$ cat src/rtl/wb_pkg.sv
// Shared types and helpers for the register-file writeback port arbiter.
package wb_pkg;

    localparam int XLEN  = 32;
    localparam int RID_W = 5;

    typedef struct packed {
        logic [RID_W-1:0] rd;
        logic [XLEN-1:0]  data;
    } wb_req_t;

    // One-hot register mask used to build the decode hazard vector
    function automatic logic [XLEN-1:0] onehot_rd(input logic [RID_W-1:0] rd);
        onehot_rd     = '0;
        onehot_rd[rd] = 1'b1;
    endfunction

endpackage

$ cat src/rtl/wb_fifo.sv
// Small FIFO that holds secondary writeback results until the shared port is free.
// Exposes per-entry valid/rd so the top level can publish the pending-register mask.
module wb_fifo
    import wb_pkg::*;
#(
    parameter int DEPTH = 2
) (
    input  logic                         clk,
    input  logic                         rst,
    input  logic                         push,
    input  wb_req_t                      push_req,
    input  logic                         pop,
    output logic                         full,
    output logic                         empty,
    output wb_req_t                      head,
    output logic [DEPTH-1:0]             entry_valid,
    output logic [DEPTH-1:0][RID_W-1:0]  entry_rd
);

    localparam int AW = $clog2(DEPTH);

    logic [AW:0]   wr_ptr;
    logic [AW:0]   rd_ptr;
    logic [AW:0]   count;
    logic [AW-1:0] offset;
    wb_req_t       mem [DEPTH];

    // Pointers carry an extra wrap bit so full and empty are distinguishable
    always_ff @(posedge clk or posedge rst) begin
        if (rst) begin
            wr_ptr <= '0;
            rd_ptr <= '0;
        end else begin
            if (push) begin
                wr_ptr <= wr_ptr + 1'b1;
            end
            if (pop) begin
                rd_ptr <= rd_ptr + 1'b1;
            end
        end
    end

    always_ff @(posedge clk) begin
        if (push) begin
            mem[wr_ptr[AW-1:0]] <= push_req;
        end
    end

    assign count = wr_ptr - rd_ptr;
    assign empty = (wr_ptr == rd_ptr);
    assign full  = (wr_ptr[AW] != rd_ptr[AW]) && (wr_ptr[AW-1:0] == rd_ptr[AW-1:0]);
    assign head  = mem[rd_ptr[AW-1:0]];

    // A slot is live when its distance from the read pointer is below the occupancy
    always_comb begin
        offset      = '0;
        entry_valid = '0;
        entry_rd    = '0;
        for (int i = 0; i < DEPTH; i++) begin
            offset         = AW'(i) - rd_ptr[AW-1:0];
            entry_valid[i] = ({1'b0, offset} < count);
            entry_rd[i]    = mem[i].rd;
        end
    end

endmodule

$ cat src/rtl/wb_port_arbiter.sv
// Merges the in-order pipeline writeback with a queued secondary result source onto one port.
// Define WB_ARB_STARVE_EN to let an aged FIFO head stall the pipeline for one cycle.
module wb_port_arbiter
    import wb_pkg::*;
#(
    parameter int FIFO_DEPTH = 2,
    parameter int MAX_WAIT   = 4
) (
    input  logic             clk,
    input  logic             rst,
    input  logic             p_valid,
    input  logic             p_wen,
    input  logic [RID_W-1:0] p_rd,
    input  logic [XLEN-1:0]  p_data,
    output logic             p_ready,
    input  logic             s_valid,
    input  logic [RID_W-1:0] s_rd,
    input  logic [XLEN-1:0]  s_data,
    output logic             s_ready,
    output logic             wb_reg_en,
    output logic [RID_W-1:0] wb_reg_id,
    output logic [XLEN-1:0]  wb_reg_data,
    output logic [XLEN-1:0]  pending_mask
);

    logic                             fifo_full;
    logic                             fifo_empty;
    logic                             fifo_push;
    logic                             fifo_pop;
    wb_req_t                          fifo_head;
    wb_req_t                          push_req;
    logic [FIFO_DEPTH-1:0]            entry_valid;
    logic [FIFO_DEPTH-1:0][RID_W-1:0] entry_rd;
    logic                             needs_port;
    logic                             starve_force;
    logic                             grant_p;

    // Writes to x0 are accepted from the source but never queued
    assign s_ready   = !fifo_full;
    assign fifo_push = s_valid && !fifo_full && (s_rd != '0);
    assign push_req  = '{rd: s_rd, data: s_data};

    wb_fifo #(
        .DEPTH(FIFO_DEPTH)
    ) u_fifo (
        .clk        (clk),
        .rst        (rst),
        .push       (fifo_push),
        .push_req   (push_req),
        .pop        (fifo_pop),
        .full       (fifo_full),
        .empty      (fifo_empty),
        .head       (fifo_head),
        .entry_valid(entry_valid),
        .entry_rd   (entry_rd)
    );

`ifdef WB_ARB_STARVE_EN
    logic [3:0] wait_cnt;

    assign starve_force = (wait_cnt >= 4'(MAX_WAIT)) && !fifo_empty;

    // Ages the current head; any pop hands the port a fresh head starting at zero
    always_ff @(posedge clk or posedge rst) begin
        if (rst) begin
            wait_cnt <= '0;
        end else if (fifo_pop || fifo_empty) begin
            wait_cnt <= '0;
        end else if (wait_cnt < 4'(MAX_WAIT)) begin
            wait_cnt <= wait_cnt + 4'd1;
        end
    end
`else
    assign starve_force = 1'b0;
`endif

    assign needs_port = p_valid && p_wen && (p_rd != '0);
    assign p_ready    = !starve_force;
    assign grant_p    = needs_port && !starve_force;
    assign fifo_pop   = !grant_p && !fifo_empty;

    // Registered write port; index and data hold when the port idles
    always_ff @(posedge clk or posedge rst) begin
        if (rst) begin
            wb_reg_en   <= 1'b0;
            wb_reg_id   <= '0;
            wb_reg_data <= '0;
        end else begin
            wb_reg_en <= grant_p || fifo_pop;
            if (grant_p) begin
                wb_reg_id   <= p_rd;
                wb_reg_data <= p_data;
            end else if (fifo_pop) begin
                wb_reg_id   <= fifo_head.rd;
                wb_reg_data <= fifo_head.data;
            end
        end
    end

    always_comb begin
        pending_mask = '0;
        for (int i = 0; i < FIFO_DEPTH; i++) begin
            if (entry_valid[i]) begin
                pending_mask = pending_mask | onehot_rd(entry_rd[i]);
            end
        end
    end

endmodule

$ cat config.mk
export PLATFORM = sky130hd
export DESIGN_NAME = wb_port_arbiter
export DESIGN_NICKNAME = d
export VERILOG_FILES = /design/src/rtl/wb_pkg.sv /design/src/rtl/wb_fifo.sv /design/src/rtl/wb_port_arbiter.sv
export SDC_FILE = /design/constraint.sdc
export NUM_CORES = 1
export LEC_CHECK = 0
export ABC_AREA = 1
export BUFFER_PORTS_ARGS = -buffer_cell sky130_fd_sc_hd__buf_2
export CORE_UTILIZATION = 30
export CTS_BUF_LIST = sky130_fd_sc_hd__clkbuf_8
export DETAILED_ROUTE_END_ITERATION = 10
export GPL_TIMING_DRIVEN = 0
export PLACE_DENSITY = 0.63
export RECOVER_POWER = 25
export SLEW_MARGIN = 20
export SYNTH_ARGS = -nofsm -noshare
export SYNTH_HDL_FRONTEND = slang
export SYNTH_SLANG_ARGS = --single-unit
$ cat constraint.sdc
create_clock -name clk -period 3.6 [get_ports clk]
set_input_delay 0.72 -clock clk [delete_from_list [all_inputs] [get_ports clk]]
set_output_delay 0.72 -clock clk [all_outputs]
set_load 0.05 [all_outputs]
==> run summary <==
CP startpoint kind - register
MaxCap Viol Count - 0
final core occ - 39.5%
hold buffer count at CTS - 0
FF+latch count, synth - 116
syn_area_per_cell - 8.68 µm²
Detail Placement HPWL - 12100 µm
worst hold path type - in2async
Clock Latency Late Sink - 0.43 ns
Fin. Hold Viols - 0
Lkg Pwr - 0.00338 µW
antenna violations before repair - 1
Max clock buf depth - 2
H-tree levels - 4
Async SR Flop Fraction - 36.2%
Final min period - 3.37 ns
Layout area overhead - 27.2%
Die W - 139 µm
number of synthesized flops with an enable pin - 74
critical path arrival - 2.65 ns
Switch Pwr - 3380 µW
register area - 0.00327 mm²
DR iter-0 viols - 208
Routed Antenna Nets - 0
first-pass GRT wire length - 25500 µm
YS warnings - 0
synth unique cells - 22
relative slew slack - 41.6%
CTS tree - yes
std cell rows - 49
power per cell area - 978 mW/mm²
CTS Buf Count - 17
vias in the first global route - 4664
fill cell count - 1845
core footprint - 0.0182 mm²
gpl congestion - 0.847
fin crit share - 93.7%
Clk pwr share - 19.1%
Worst Setup End Kind - output port
CTS clk-pin slew, worst paths - 0.07 ns
total placed cells including tap cells - 1033
# clock sinks - 116
Via Count - 5007
Final #Nets - 905
largest net degree at the start of global routing - 30
die footprint - 0.0194 mm²
peak supply drop - 0.436 mV
footprint of the multi-input gates - 0.00210 mm²
Sequential Power Share - 30.6%
Vias/cell - 4.70
GRT Residual Overflow - 0
Slew Limit Fails - 0
Cells after Synth - 652
Clock Tree Root - clkbuf_8
Initial Util - 31.1%
Max FO, Critical Path - 10
status - complete, no violations
Synthesized Nets - 734
maximum clock frequency - 0.296 GHz
drt first pass iters - 5
sequential share of the synthesized area - 57.9%
Fin Clk Skew - 0.00949 ns
fin cells - 1066
Worst-Margin Slew - 0.874 ns
mapped cell area - 0.00566 mm²
Post-CTS Setup Bufs - 0
post-DR wirelength/cell - 15.5 µm
Setup violations, final - 0
RSZ-0062 raised after global routing - no
data required time of the critical path - 2.88 ns
crit path kind - reg2out
combinational power share - 50.3%
Die Y - 139 µm
Pint - 3650 µW
drt drc - 0
total track usage - 17.3%
final total power - 7030 µW
Synth Flop Type - edfxtp_1
CTS resizes - 0
switching portion of total power - 48.1%
DRT Wirelength - 16500 µm
share of layout cells above drive strength 1 - 24.0%
IO buf count - 149
num ports - 151
per-layer routing:
| layer | routed length, µm | global-route usage [%] |
|---|---|---|
| met4 | 272 | 5.79 |
| met2 | 8000 | 29.3 |
| met3 | 1020 | 3.61 |
| met5 | 0 | 0 |
| met1 | 7190 | 22.1 |
placed cells by master, fill, tap and decap left out, drive strengths merged:
cell type    n
nor2        69
dfrtp       42
edfxtp      74
nand4        2
nand2      225
xor2         2
nand3      168
nor3         1
bufinv       4
diode        1
buf        159
ha           3
inv         19
clkinv       5
clkbuf      51
nand3b       2
clkinvlp     4
o21ai        5
conb         1
power groups by stage:
stage	Sequential, µW	Combinational, µW	Clock, µW
floorplan	2870	1820	0
global placement	2190	3470	0
detailed placement	2180	3570	0
CTS	2150	3570	1360
global route	2190	3850	1420
finish	2150	3540	1340
metrics by stage:
stage               TNS (ns)  cell area [µm²]  setup WS (ns)  hold WS [ns]
floorplan                  0             5660          0.387         0.506
global placement       -9.35             6690         -0.256         0.489
detailed placement         0             6760          0.595         0.500
CTS                        0             7220          0.205         0.302
global route               0             7190         0.0664         0.447
finish                     0             7190          0.226         0.466
flip-flops by register name (all words and copies together), names as in the netlist:
name / count
wb_reg_id: 5
wb_reg_data: 32
u_fifo.wr_ptr: 2
u_fifo.rd_ptr: 2
wb_reg_en: 1
u_fifo.mem: 74
kinds of logic after synthesis:
family	share of synthesized area [%]
other	0.0663
AO/OA/AOI/OAI	0.442
adder cells (fa/ha/maj)	0.664
AND/OR/NAND/NOR	35.5
flip-flops	57.9
XOR/XNOR	0.310
buffers and inverters	5.13
synth_stat cells (3+ instances only):
library cell | n | area (µm²)
nand2_1 | 220 | 826
nand3_1 | 167 | 836
edfxtp_1 | 74 | 2220
nor2_1 | 68 | 255
dfrtp_1 | 42 | 1050
buf_2 | 19 | 95.1
inv_1 | 19 | 71.3
clkbuf_1 | 11 | 41.3
buf_6 | 6 | 67.6
nand2_2 | 5 | 31.3
o21ai_0 | 5 | 25.0
ha_1 | 3 | 37.5
area by class of cell:
| class | count | area share [%] |
|---|---|---|
| Sequential cell | 116 | 45.5 |
| Multi-Input combinational cell | 478 | 29.2 |
| Timing Repair Buffer | 152 | 11.0 |
| Tap cell | 229 | 3.98 |
| Clock buffer | 20 | 3.83 |
| Buffer | 38 | 2.99 |
| Clock inverter | 12 | 2.47 |
| Inverter | 20 | 1.04 |
| Antenna cell | 1 | 0.0348 |
worst max-delay path: stages (launching register included):
cell	delay, ns
dfrtp_1	0.39
buf_2	0.25
clkinv_1	0.25
buf_2	0.29
ha_1	0.22
nand3b_2	0.26
buf_2	0.22
nand2_1	0.07
nand2_1	0.07
buf_2	0.21
final timing paths:
| check | endpoint | startpoint | slack [ns] | cells after the start |
|---|---|---|---|---|
| max | pending_mask[14] | u_fifo.rd_ptr[0]$_DFFE_PP0P_ | 0.23 | 9 |
| min | wb_reg_data[15]$_DFFE_PP0P_ | rst | 0.47 | 2 |
| max reg2reg | u_fifo.mem[1][31]$_DFFE_PP_ | u_fifo.rd_ptr[0]$_DFFE_PP0P_ | 0.61 | 8 |
| min reg2reg | wb_reg_id[3]$_DFFE_PP0P_ | wb_reg_id[3]$_DFFE_PP0P_ | 0.52 | 2 |
| max in group asynchronous | wb_reg_data[5]$_DFFE_PP0P_ | rst | 2.49 | 3 |
| min in group clk | u_fifo.mem[0][15]$_DFFE_PP_ | s_data[15] | 0.48 | 1 |
No activity file was read; power rests on OpenSTA's default activity.
